<file path="src/rtl/alu_pkg.sv">
// rtl/alu_pkg.sv - shared opcode definitions and opcode legality check for the EXU ALU
//
// Purpose: single source of truth for the 4-bit ALU opcode map, used by the
//          core ALU datapath and by alu_arbiter when flagging illegal opcodes.
// Contents: ALU_OPT_W, ALU_* opcode localparams, is_valid_opt().
package alu_pkg;

  localparam int ALU_OPT_W = 4;

  localparam logic [ALU_OPT_W-1:0] ALU_ADD  = 4'b0000;
  localparam logic [ALU_OPT_W-1:0] ALU_SLL  = 4'b0001;
  localparam logic [ALU_OPT_W-1:0] ALU_SLT  = 4'b0010;
  localparam logic [ALU_OPT_W-1:0] ALU_SLTU = 4'b0011;
  localparam logic [ALU_OPT_W-1:0] ALU_XOR  = 4'b0100;
  localparam logic [ALU_OPT_W-1:0] ALU_SR   = 4'b0101;  // SRL, or SRA when shamt = 1
  localparam logic [ALU_OPT_W-1:0] ALU_OR   = 4'b0110;
  localparam logic [ALU_OPT_W-1:0] ALU_AND  = 4'b0111;
  localparam logic [ALU_OPT_W-1:0] ALU_SUB  = 4'b1000;

  // The whole 0xxx half of the map is populated; from the 1xxx half only SUB is.
  function automatic logic is_valid_opt(input logic [ALU_OPT_W-1:0] opt);
    return (opt[3] == 1'b0) || (opt == ALU_SUB);
  endfunction

endpackage

</file>
<file path="src/rtl/alu_core.sv">
// rtl/alu_core.sv - purely combinational integer ALU shared by both EXU requesters
//
// Purpose: computes one integer operation per cycle; undefined opcodes give 0.
// Ports:
//   src1_i  [XLEN]  operand 1
//   src2_i  [XLEN]  operand 2 (bits [4:0] are the shift amount for shifts)
//   opt_i   [4]     opcode from alu_pkg
//   shamt_i [1]     selects arithmetic right shift for ALU_SR
//   res_o   [XLEN]  result, wraps modulo 2^XLEN
module alu_core
  import alu_pkg::*;
#(
  parameter int XLEN = 32
) (
  input  logic [XLEN-1:0]      src1_i,
  input  logic [XLEN-1:0]      src2_i,
  input  logic [ALU_OPT_W-1:0] opt_i,
  input  logic                 shamt_i,
  output logic [XLEN-1:0]      res_o
);

  logic [4:0] sh;
  logic       lt_s;
  logic       lt_u;

  assign sh   = src2_i[4:0];
  assign lt_s = $signed(src1_i) < $signed(src2_i);
  assign lt_u = src1_i < src2_i;

  always_comb begin
    res_o = '0;
    if (is_valid_opt(opt_i)) begin
      unique case (opt_i)
        ALU_ADD:  res_o = src1_i + src2_i;
        ALU_SUB:  res_o = src1_i - src2_i;
        ALU_SLL:  res_o = src1_i << sh;
        ALU_SLT:  res_o = {{(XLEN-1){1'b0}}, lt_s};
        ALU_SLTU: res_o = {{(XLEN-1){1'b0}}, lt_u};
        ALU_XOR:  res_o = src1_i ^ src2_i;
        ALU_SR:   res_o = shamt_i ? XLEN'($signed(src1_i) >>> sh) : (src1_i >> sh);
        ALU_OR:   res_o = src1_i | src2_i;
        ALU_AND:  res_o = src1_i & src2_i;
        default:  res_o = '0;
      endcase
    end
  end

endmodule

</file>
<file path="src/rtl/alu_arbiter.sv">
// rtl/alu_arbiter.sv - round-robin arbiter sharing one ALU between two requesters
//
// Purpose: grants req0 (main EXU) or req1 (AGU/branch compare) onto a single
//          alu_core and registers the result in a one-entry output slot
//          (1-cycle latency, 1 op/cycle when the consumer is always ready).
// Ports:
//   clock, i_rst_n                      clock, asynchronous active-low reset
//   reqN_valid/reqN_ready               per-requester handshake (N = 0, 1)
//   reqN_src1/src2/opt/shamt/tag        per-requester operation payload
//   rsp_valid/rsp_ready                 result slot handshake
//   rsp_res/rsp_tag/rsp_src/rsp_err     result, echoed tag, origin, illegal-opcode flag
module alu_arbiter
  import alu_pkg::*;
#(
  parameter int XLEN  = 32,
  parameter int TAG_W = 4
) (
  input  logic                 clock,
  input  logic                 i_rst_n,

  input  logic                 req0_valid,
  output logic                 req0_ready,
  input  logic [XLEN-1:0]      req0_src1,
  input  logic [XLEN-1:0]      req0_src2,
  input  logic [ALU_OPT_W-1:0] req0_opt,
  input  logic                 req0_shamt,
  input  logic [TAG_W-1:0]     req0_tag,

  input  logic                 req1_valid,
  output logic                 req1_ready,
  input  logic [XLEN-1:0]      req1_src1,
  input  logic [XLEN-1:0]      req1_src2,
  input  logic [ALU_OPT_W-1:0] req1_opt,
  input  logic                 req1_shamt,
  input  logic [TAG_W-1:0]     req1_tag,

  output logic                 rsp_valid,
  input  logic                 rsp_ready,
  output logic [XLEN-1:0]      rsp_res,
  output logic [TAG_W-1:0]     rsp_tag,
  output logic                 rsp_src,
  output logic                 rsp_err
);

  logic                 last_gnt_q, last_gnt_d;
  logic                 rsp_valid_q, rsp_valid_d;
  logic [XLEN-1:0]      rsp_res_q, rsp_res_d;
  logic [TAG_W-1:0]     rsp_tag_q, rsp_tag_d;
  logic                 rsp_src_q, rsp_src_d;
  logic                 rsp_err_q, rsp_err_d;

  logic                 slot_free;
  logic                 gnt0, gnt1;
  logic                 accept;
  logic [XLEN-1:0]      alu_src1, alu_src2, alu_res;
  logic [ALU_OPT_W-1:0] alu_opt;
  logic                 alu_shamt;
  logic [TAG_W-1:0]     alu_tag;

  // rsp_ready reaches the request readys only through slot_free.
  assign slot_free = !rsp_valid_q || rsp_ready;

  // req1 wins when it is alone or when req0 was served last; otherwise req0
  // gets any valid request. The grants are mutually exclusive by construction.
  assign gnt1 = req1_valid && (!req0_valid || !last_gnt_q);
  assign gnt0 = req0_valid && !gnt1;

  assign req0_ready = slot_free && gnt0;
  assign req1_ready = slot_free && gnt1;
  assign accept     = req0_ready || req1_ready;

  // Operand mux follows the grant even when the slot is blocked; the result is
  // simply not captured in that case.
  assign alu_src1  = gnt1 ? req1_src1  : req0_src1;
  assign alu_src2  = gnt1 ? req1_src2  : req0_src2;
  assign alu_opt   = gnt1 ? req1_opt   : req0_opt;
  assign alu_shamt = gnt1 ? req1_shamt : req0_shamt;
  assign alu_tag   = gnt1 ? req1_tag   : req0_tag;

  alu_core #(
    .XLEN (XLEN)
  ) u_alu_core (
    .src1_i  (alu_src1),
    .src2_i  (alu_src2),
    .opt_i   (alu_opt),
    .shamt_i (alu_shamt),
    .res_o   (alu_res)
  );

  always_comb begin
    last_gnt_d  = last_gnt_q;
    rsp_res_d   = rsp_res_q;
    rsp_tag_d   = rsp_tag_q;
    rsp_src_d   = rsp_src_q;
    rsp_err_d   = rsp_err_q;
    // A drain empties the slot; data registers keep their last contents.
    rsp_valid_d = rsp_valid_q && !rsp_ready;
    if (accept) begin
      // Covers drain-and-refill in the same cycle, so no bubble is inserted.
      rsp_valid_d = 1'b1;
      rsp_res_d   = alu_res;
      rsp_tag_d   = alu_tag;
      rsp_src_d   = gnt1;
      rsp_err_d   = !is_valid_opt(alu_opt);
      last_gnt_d  = gnt1;
    end
  end

  always_ff @(posedge clock or negedge i_rst_n) begin
    if (!i_rst_n) begin
      last_gnt_q  <= 1'b1;  // makes req0 the first winner under contention
      rsp_valid_q <= 1'b0;
      rsp_res_q   <= '0;
      rsp_tag_q   <= '0;
      rsp_src_q   <= 1'b0;
      rsp_err_q   <= 1'b0;
    end else begin
      last_gnt_q  <= last_gnt_d;
      rsp_valid_q <= rsp_valid_d;
      rsp_res_q   <= rsp_res_d;
      rsp_tag_q   <= rsp_tag_d;
      rsp_src_q   <= rsp_src_d;
      rsp_err_q   <= rsp_err_d;
    end
  end

  assign rsp_valid = rsp_valid_q;
  assign rsp_res   = rsp_res_q;
  assign rsp_tag   = rsp_tag_q;
  assign rsp_src   = rsp_src_q;
  assign rsp_err   = rsp_err_q;

endmodule

</file>
<file path="config.mk">
export PLATFORM = sky130hd
export DESIGN_NAME = alu_arbiter
export DESIGN_NICKNAME = d
export VERILOG_FILES = /design/src/rtl/alu_pkg.sv /design/src/rtl/alu_core.sv /design/src/rtl/alu_arbiter.sv
export SDC_FILE = /design/constraint.sdc
export NUM_CORES = 1
export LEC_CHECK = 0
export BUFFER_PORTS_ARGS = -buffer_cell sky130_fd_sc_hd__buf_4
export CAP_MARGIN = 15
export CORE_ASPECT_RATIO = 1.75
export CORE_MARGIN = 8
export CORE_UTILIZATION = 35
export CTS_CLUSTER_DIAMETER = 100
export DETAILED_ROUTE_END_ITERATION = 6
export PLACE_DENSITY = 0.6
export REMOVE_ABC_BUFFERS = 1
export SLEW_MARGIN = 30
export SYNTH_ARGS = -nofsm -noshare
export SYNTH_HDL_FRONTEND = slang
export SYNTH_SLANG_ARGS = --single-unit
export TNS_END_PERCENT = 20
</file>
<file path="constraint.sdc">
create_clock -name clock -period 7.3 [get_ports clock]
set_input_delay 2.19 -clock clock [delete_from_list [all_inputs] [get_ports clock]]
set_output_delay 2.19 -clock clock [all_outputs]
set_load 0.02 [all_outputs]
</file>
==> results_dict.tcl, run 1 <==
set metrics [dict create \
    p_leak_uw 0.00673 \
    final_hold_viol_count 0 \
    synthFlopType "dfrtp_1" \
    cts_tree "yes" \
    gp_congestion 0.994 \
    drt_first_pass_iters 7 \
    crit_end "rsp_res[28]$_DFFE_PN0P_" \
    grt_max_degree 74 \
    layout_common_cells "276 x buf_4, 268 x nand2_1, 195 x mux2i_1, 148 x a21oi_1, 119 x nor2_1" \
    timing_worst_setup_path_type "primary input to flip-flop" \
    rows 90 \
    combPwrFrac 0.776 \
    grt_first_pass_wirelength_mm 98.9 \
    final_common_cell "buf_4" \
    maxSlewViolCount 0 \
    final_cells 2357 \
    htreeDepth 2 \
    ant_nets 0 \
    placedInstanceArea_mm2 0.0143 \
    yosysWarnings 0 \
    cp.arrival_ns 6.55 \
    grt_use_total 0.323 \
    clk_path_buf_depth 2 \
    run_status "finished clean" \
    synthArstFlopShare 1.00 \
    fin_worst_skew_ns 0.00742 \
    grt_pass1_vias 15000 \
    clock_latency_ns 0.31 \
    startpoint_type "primary input" \
    cts-buffers-inserted 5 \
    power_switching_uw 1480 \
    placed_cells 2348 \
    hold_path_class "flip-flop to flip-flop" \
    p_per_area_mw_per_mm2 183 \
    die_y_um 262 \
    num_io_pins 192 \
    crit_path_end_kind "flip-flop" \
    yosys.cell_types.count 78 \
    wl_per_cell_um 29.0 \
    clock.fmax_mhz 157 \
    cts_resized 0 \
    syn-cell-area_mm2 0.0121 \
    cp_slowest_stage_delay_ns 0.58 \
    grt_overflow 0 \
    finalPower_uw 2650 \
    antenna_found_initial 0 \
    setup_tns_ns 0 \
    n_fill_cell 3686 \
    dieArea_mm2 0.0411 \
    crit_slowest_cell "mux2i_1" \
    rrSetupSlack_ns 2.45 \
    cp_cell_sequence "buf_4, a21boi_4, buf_12, mux2i_1, inv_1, ha_1, a21o_1, or4_1, o22a_1, a211o_1, a21oi_1, o31ai_1, buf_4, mux2i_1, a211oi_1, a21oi_1" \
    slew_headroom 0.302 \
    drtIter0Drc 1399 \
    pwr-share-clk 0.109 \
    coreArea_mm2 0.0343 \
    root_buffer "clkbuf_16" \
    start_util 0.353 \
    place_hpwl_mm 54.3 \
    seq_area_mm2 0.00100 \
    multi_input_area_mm2 0.0103 \
    final_nets 2145 \
    fin_area_mm2 0.0145 \
    drt-total-wl_mm 68.3 \
    r2r_end "rsp_res[27]$_DFFE_PN0P_" \
    clk_pin_slew_ns 0.07 \
    drc 0 \
    avgSynthCellArea_um2 6.95 \
    viasPerCell 6.32 \
    io_buffers 191 \
    period_minus_slack_ns 6.37 \
    finalCritPeriodShare 0.872 \
    worstMarginPinSlew_ns 1.04 \
    hold_buffers 0 \
    seq_area_frac_synth 0.0826 \
    setup_viol 0 \
    drv_cap 0 \
    detailroute.via_count 14900 \
    path_max_fanout 63 \
    postCtsSetupBuffers 0 \
    clock_sinks 40 \
    required_ns 7.48 \
    rr_startpoint "last_gnt_q$_DFFE_PN1P_" \
    synth-edff-count 0 \
    synthCells 1746 \
    rsz0062_at_grt "false" \
    sw_frac_of_total 0.560 \
    ys_ff_latch 40 \
    seqPwrFrac 0.116 \
    peakVddDrop_mv 0.0901 \
    worstSetupStartpoint "req0_valid" \
    area_growth_pct 19.4 \
    internal_power_uw 1170 \
    reg2regPathDepth 10 \
    die_w_um 157 \
    drive_above_1_share 0.193 \
]
routing by layer:
| metal | routed length (um) | share of wire | GRT usage |
|---|---|---|---|
| met1 | 23300 | 0.34 | 0.327 |
| met4 | 7490 | 0.11 | 0.297 |
| met5 | 0 | 0 | 0 |
| met3 | 3980 | 0.058 | 0.0395 |
| met2 | 33600 | 0.49 | 0.563 |
layout make-up:
| cell class | count | area share |
|---|---|---|
| repair buffers | 279 | 0.147 |
| well taps | 460 | 0.0397 |
| flip-flops and latches | 40 | 0.0691 |
| diodes | 1 | 0.000173 |
| multi-input cells | 1475 | 0.708 |
| clock inverters | 3 | 0.00319 |
| clock buffers | 5 | 0.00863 |
| inverters | 94 | 0.0243 |
worst min-delay path by stage:
stage	startpoint	end	slack (ns)	depth (start not counted)
2_1_floorplan	last_gnt_q$_DFFE_PN1P_	last_gnt_q$_DFFE_PN1P_	0.47	2
3_3_place_gp	rsp_src$_DFFE_PN0P_	rsp_src$_DFFE_PN0P_	0.47	1
3_5_place_dp	rsp_src$_DFFE_PN0P_	rsp_src$_DFFE_PN0P_	0.48	1
4_1_cts	rsp_src$_DFFE_PN0P_	rsp_src$_DFFE_PN0P_	0.49	1
5_1_grt	rsp_src$_DFFE_PN0P_	rsp_src$_DFFE_PN0P_	0.52	1
6_report	rsp_src$_DFFE_PN0P_	rsp_src$_DFFE_PN0P_	0.49	1
power by group through the flow:
stage          clock network (uW)  registers [uW]  logic (uW)
3_5_place_dp                    0             309        2000
5_1_grt                       296             311        2180
3_3_place_gp                    0             309        2000
4_1_cts                       289             305        2010
2_1_floorplan                   0             350        1150
6_report                      287             306        2050
critical path: cells and delay by family:
family	cells	cell delay [ns]
simple gates	1	0.40
buf+inv	4	0.79
compound gates	8	1.90
mux	2	0.70
fa+ha+maj	1	0.44
sequential cells by signal, summed over array words and instances, names as in the netlist:
name	cells
rsp_valid	1
rsp_err	1
rsp_src	1
rsp_tag	4
rsp_res	32
last_gnt_q	1
per-stage QoR:
step | util | hold WS [ns] | setup WS [ns]
6_report | 0.422 | 0.489 | 0.935
5_1_grt | 0.422 | 0.515 | 0.678
4_1_cts | 0.422 | 0.493 | 1.01
3_5_place_dp | 0.417 | 0.475 | 0.679
3_3_place_gp | 0.417 | 0.466 | 0.720
2_1_floorplan | - | 0.470 | -3.11
cells in the mapped netlist (11+ instances only):
master    number  area share
dfrtp_1       39       0.080
nor3_1        39       0.016
a221oi_1      12      0.0087
o211ai_1      35       0.022
o21a_1        11      0.0068
a21o_1        12      0.0074
xnor2_1       16       0.012
a21oi_1      148       0.061
o21bai_1      14      0.0087
buf_1         19      0.0059
ha_1          97        0.10
o21ai_0      106       0.044
buf_2         40       0.016
a221o_1       11      0.0091
nand3_1       35       0.014
a31oi_1       26       0.013
clkbuf_1      71       0.022
nand2_1      268       0.083
a211oi_1      51       0.032
nor2b_1       16      0.0082
o31ai_1       14      0.0087
mux2i_1      198        0.16
nor2_1       119       0.037
mux2_2        44       0.041
inv_1         93       0.029
kinds of logic after synthesis:
family	Yosys count	share of synthesized area
AO/OA/AOI/OAI	557	0.305
AND/OR/NAND/NOR	549	0.199
multiplexers	251	0.219
buffers and inverters	231	0.0780
adder cells (fa/ha/maj)	99	0.103
flip-flops	40	0.0826
XOR/XNOR	19	0.0137
Note: power is estimated with default switching activity, not from simulation.
==> run 2: changes to the inputs <==
--- a/config.mk
+++ b/config.mk
@@ -17,5 +17,6 @@
 export SLEW_MARGIN = 30
 export SYNTH_ARGS = -nofsm -noshare
 export SYNTH_HDL_FRONTEND = slang
+export SYNTH_HIERARCHICAL = 1
 export SYNTH_SLANG_ARGS = --single-unit
 export TNS_END_PERCENT = 20
==> run 2 against run 1 <==
Net effect:
- via count down 18%
- die area down 7.7%
- maximum frequency down 4.0%
- clock skew up 0.0029 ns
- flip-flop and latch count unchanged
- cell count down 16%
- worst setup slack worse by 0.27 ns
- design area down 10%
- sequential share of layout area up 0.78 points
- critical path type unchanged
- largest power group unchanged
- highest routed layer unchanged
==> results_dict.tcl, run 2 <==
set metrics [dict create \
    root_buffer "clkbuf_16" \
    avgSynthCellArea_um2 7.69 \
    final_hold_viol_count 0 \
    drive_above_1_share 0.270 \
    setup_tns_ns 0 \
    fin_worst_skew_ns 0.0104 \
    clock.fmax_mhz 151 \
    htreeDepth 2 \
    rows 86 \
    clock_latency_ns 0.32 \
    placedInstanceArea_mm2 0.0128 \
    io_buffers 191 \
    viasPerCell 6.22 \
    placed_cells 1967 \
    timing_worst_setup_path_type "primary input to flip-flop" \
    drt_first_pass_iters 5 \
    hold_path_class "flip-flop to flip-flop" \
    die_w_um 151 \
    path_max_fanout 25 \
    power_switching_uw 1260 \
    whs_ns 0.487 \
    antenna_found_initial 0 \
    pwr-share-clk 0.122 \
    die_y_um 252 \
    layout_setup_ws_ns 0.670 \
    synth.most_common_cell "nor2_1" \
    grt_use_total 0.265 \
    num_io_pins 192 \
    internal_power_uw 1180 \
    hold_buffers 0 \
    seqPwrFrac 0.130 \
    cp.arrival_ns 6.83 \
    startpoint_type "primary input" \
    peakVddDrop_mv 0.0975 \
    drtIter0Drc 1058 \
    slew_headroom 0.387 \
    start_util 0.354 \
    largest_register_ffs 32 \
    fin_area_mm2 0.0130 \
    synth_area_leaders "ha_1 11%, mux2_2 9.4%, dfrtp_1 8.8%" \
    final_common_cell "buf_4" \
    drc 0 \
    final_nets 1828 \
    p_per_area_mw_per_mm2 188 \
    drv_cap 0 \
    pre_cts_ws_ns 0.513 \
    cts_tree "yes" \
    maxSlewViolCount 0 \
    detailroute.via_count 12300 \
    ant_nets 0 \
    wl_per_cell_um 26.2 \
    dieArea_mm2 0.0380 \
    final_cells 1975 \
    rsz0062_at_grt "false" \
    period_minus_slack_ns 6.63 \
    grt_overflow 0 \
    required_ns 7.50 \
    finalCritPeriodShare 0.908 \
    crit_path_end_kind "flip-flop" \
    diodes 0 \
    syn-cell-area_mm2 0.0111 \
    synth-edff-count 0 \
    drt-total-wl_mm 51.7 \
    yosysWarnings 6 \
    crit_slowest_cell "or4b_1" \
    combPwrFrac 0.748 \
    grt_first_pass_wirelength_mm 76.6 \
    synthCells 1448 \
    cp_slowest_stage_delay_ns 0.55 \
    clock_sinks 40 \
    seq_area_frac_synth 0.0901 \
    synthArstFlopShare 1.00 \
    worstMarginPinSlew_ns 0.915 \
    synth_top_area_cell "ha_1" \
    synth_top_area_share 0.109 \
    clk_path_buf_depth 2 \
    cp_cell_sequence "buf_4, a21boi_4, buf_12, mux2_2, inv_1, ha_1, nor2b_1, o31a_1, o311ai_1, or4b_1, o21a_1, o21ai_0, a21oi_1, o311ai_0, nand3_1, mux2_4" \
    setup_viol 0 \
    area_growth_pct 17.0 \
    layout_common_cells "232 x buf_4, 164 x nor2_1, 125 x nand2_1, 113 x a21oi_1, 97 x ha_1" \
    yosys.cell_types.count 86 \
    synth_common_cells "164 x nor2_1, 125 x nand2_1, 113 x a21oi_1, 97 x ha_1, 95 x inv_1" \
    p_leak_uw 0.00585 \
    clk_pin_slew_ns 0.07 \
    run_status "finished clean" \
    grt_pass1_vias 12400 \
    synthFlopType "dfrtp_1" \
    cts_resized 0 \
    sw_frac_of_total 0.518 \
    ys_ff_latch 40 \
    grt_max_degree 76 \
    gp_congestion 0.998 \
    postCtsSetupBuffers 0 \
    cts-buffers-inserted 5 \
    place_hpwl_mm 41.0 \
    coreArea_mm2 0.0314 \
]
[run 2: cell count changes after synthesis, sizes merged, moves of 29 or more]
cell	delta
mux2i	-153
nand2	-143
mux2	+76
nor2	+44
a21oi	-35
mux4	+35
a211oi	-29
[run 2: worst paths after layout]
path	endpoint	startpoint	depth (start not counted)	slack [ns]
max in group asynchronous	rsp_tag[2]$_DFFE_PN0P_	i_rst_n	1	4.94
max reg2reg	rsp_res[30]$_DFFE_PN0P_	last_gnt_q$_DFFE_PN1P_	15	2.28
max	rsp_res[30]$_DFFE_PN0P_	req0_valid	16	0.67
min	rsp_src$_DFFE_PN0P_	rsp_src$_DFFE_PN0P_	1	0.49
min reg2reg	rsp_src$_DFFE_PN0P_	rsp_src$_DFFE_PN0P_	1	0.49
min in group asynchronous	rsp_res[6]$_DFFE_PN0P_	i_rst_n	1	1.89
[run 2: final cells by class]
type	instances	area, um^2
flip-flops and latches	40	1000
repair buffers	234	1780
multi-input cells	1198	9200
clock inverters	3	46.3
inverters	99	372
clock buffers	5	125
fillers	3336	18400
well taps	396	495
[run 2: power by group through the flow]
stage | logic, uW | clock network [uW] | registers [uW]
after global routing | 1950 | 309 | 327
final | 1830 | 298 | 318
after CTS | 1800 | 309 | 320
after detailed placement | 1790 | 0 | 324
after global placement | 1790 | 0 | 322
after floorplan | 1090 | 0 | 387
[run 2: cell families after synthesis]
family / Yosys count / synth area share
multiplexers: 209 / 0.255
flip-flops: 40 / 0.0901
AND/OR/NAND/NOR: 410 / 0.163
XOR/XNOR: 25 / 0.0197
adder cells (fa/ha/maj): 99 / 0.113
buffers and inverters: 210 / 0.0850
AO/OA/AOI/OAI: 455 / 0.274
[run 2: metrics by stage]
stage,utilization,total power [uW]
floorplan,-,1480
detailed placement,0.409,2120
global route,0.414,2580
CTS,0.414,2430
finish,0.414,2440
global placement,0.409,2120
[run 2: per-layer routing]
| metal | share of wire | vias up | routed length [um] | track usage |
|---|---|---|---|---|
| met5 | 0 | - | 0 | 0 |
| met4 | 0.084 | 0 | 4350 | 0.208 |
| met3 | 0.053 | 188 | 2740 | 0.0301 |
| met2 | 0.51 | 580 | 26600 | 0.473 |
| met1 | 0.35 | 5912 | 18000 | 0.274 |
| li1 | - | 5603 | - | - |
[run 2: critical path: cells and delay by family]
family                     cells  cell delay, ns
adders and majority gates      1            0.37
muxes                          2            0.72
AOI/OAI and AO/OA              7            2.24
and+or+nand+nor                3            0.84
buffers and inverters          3            0.46
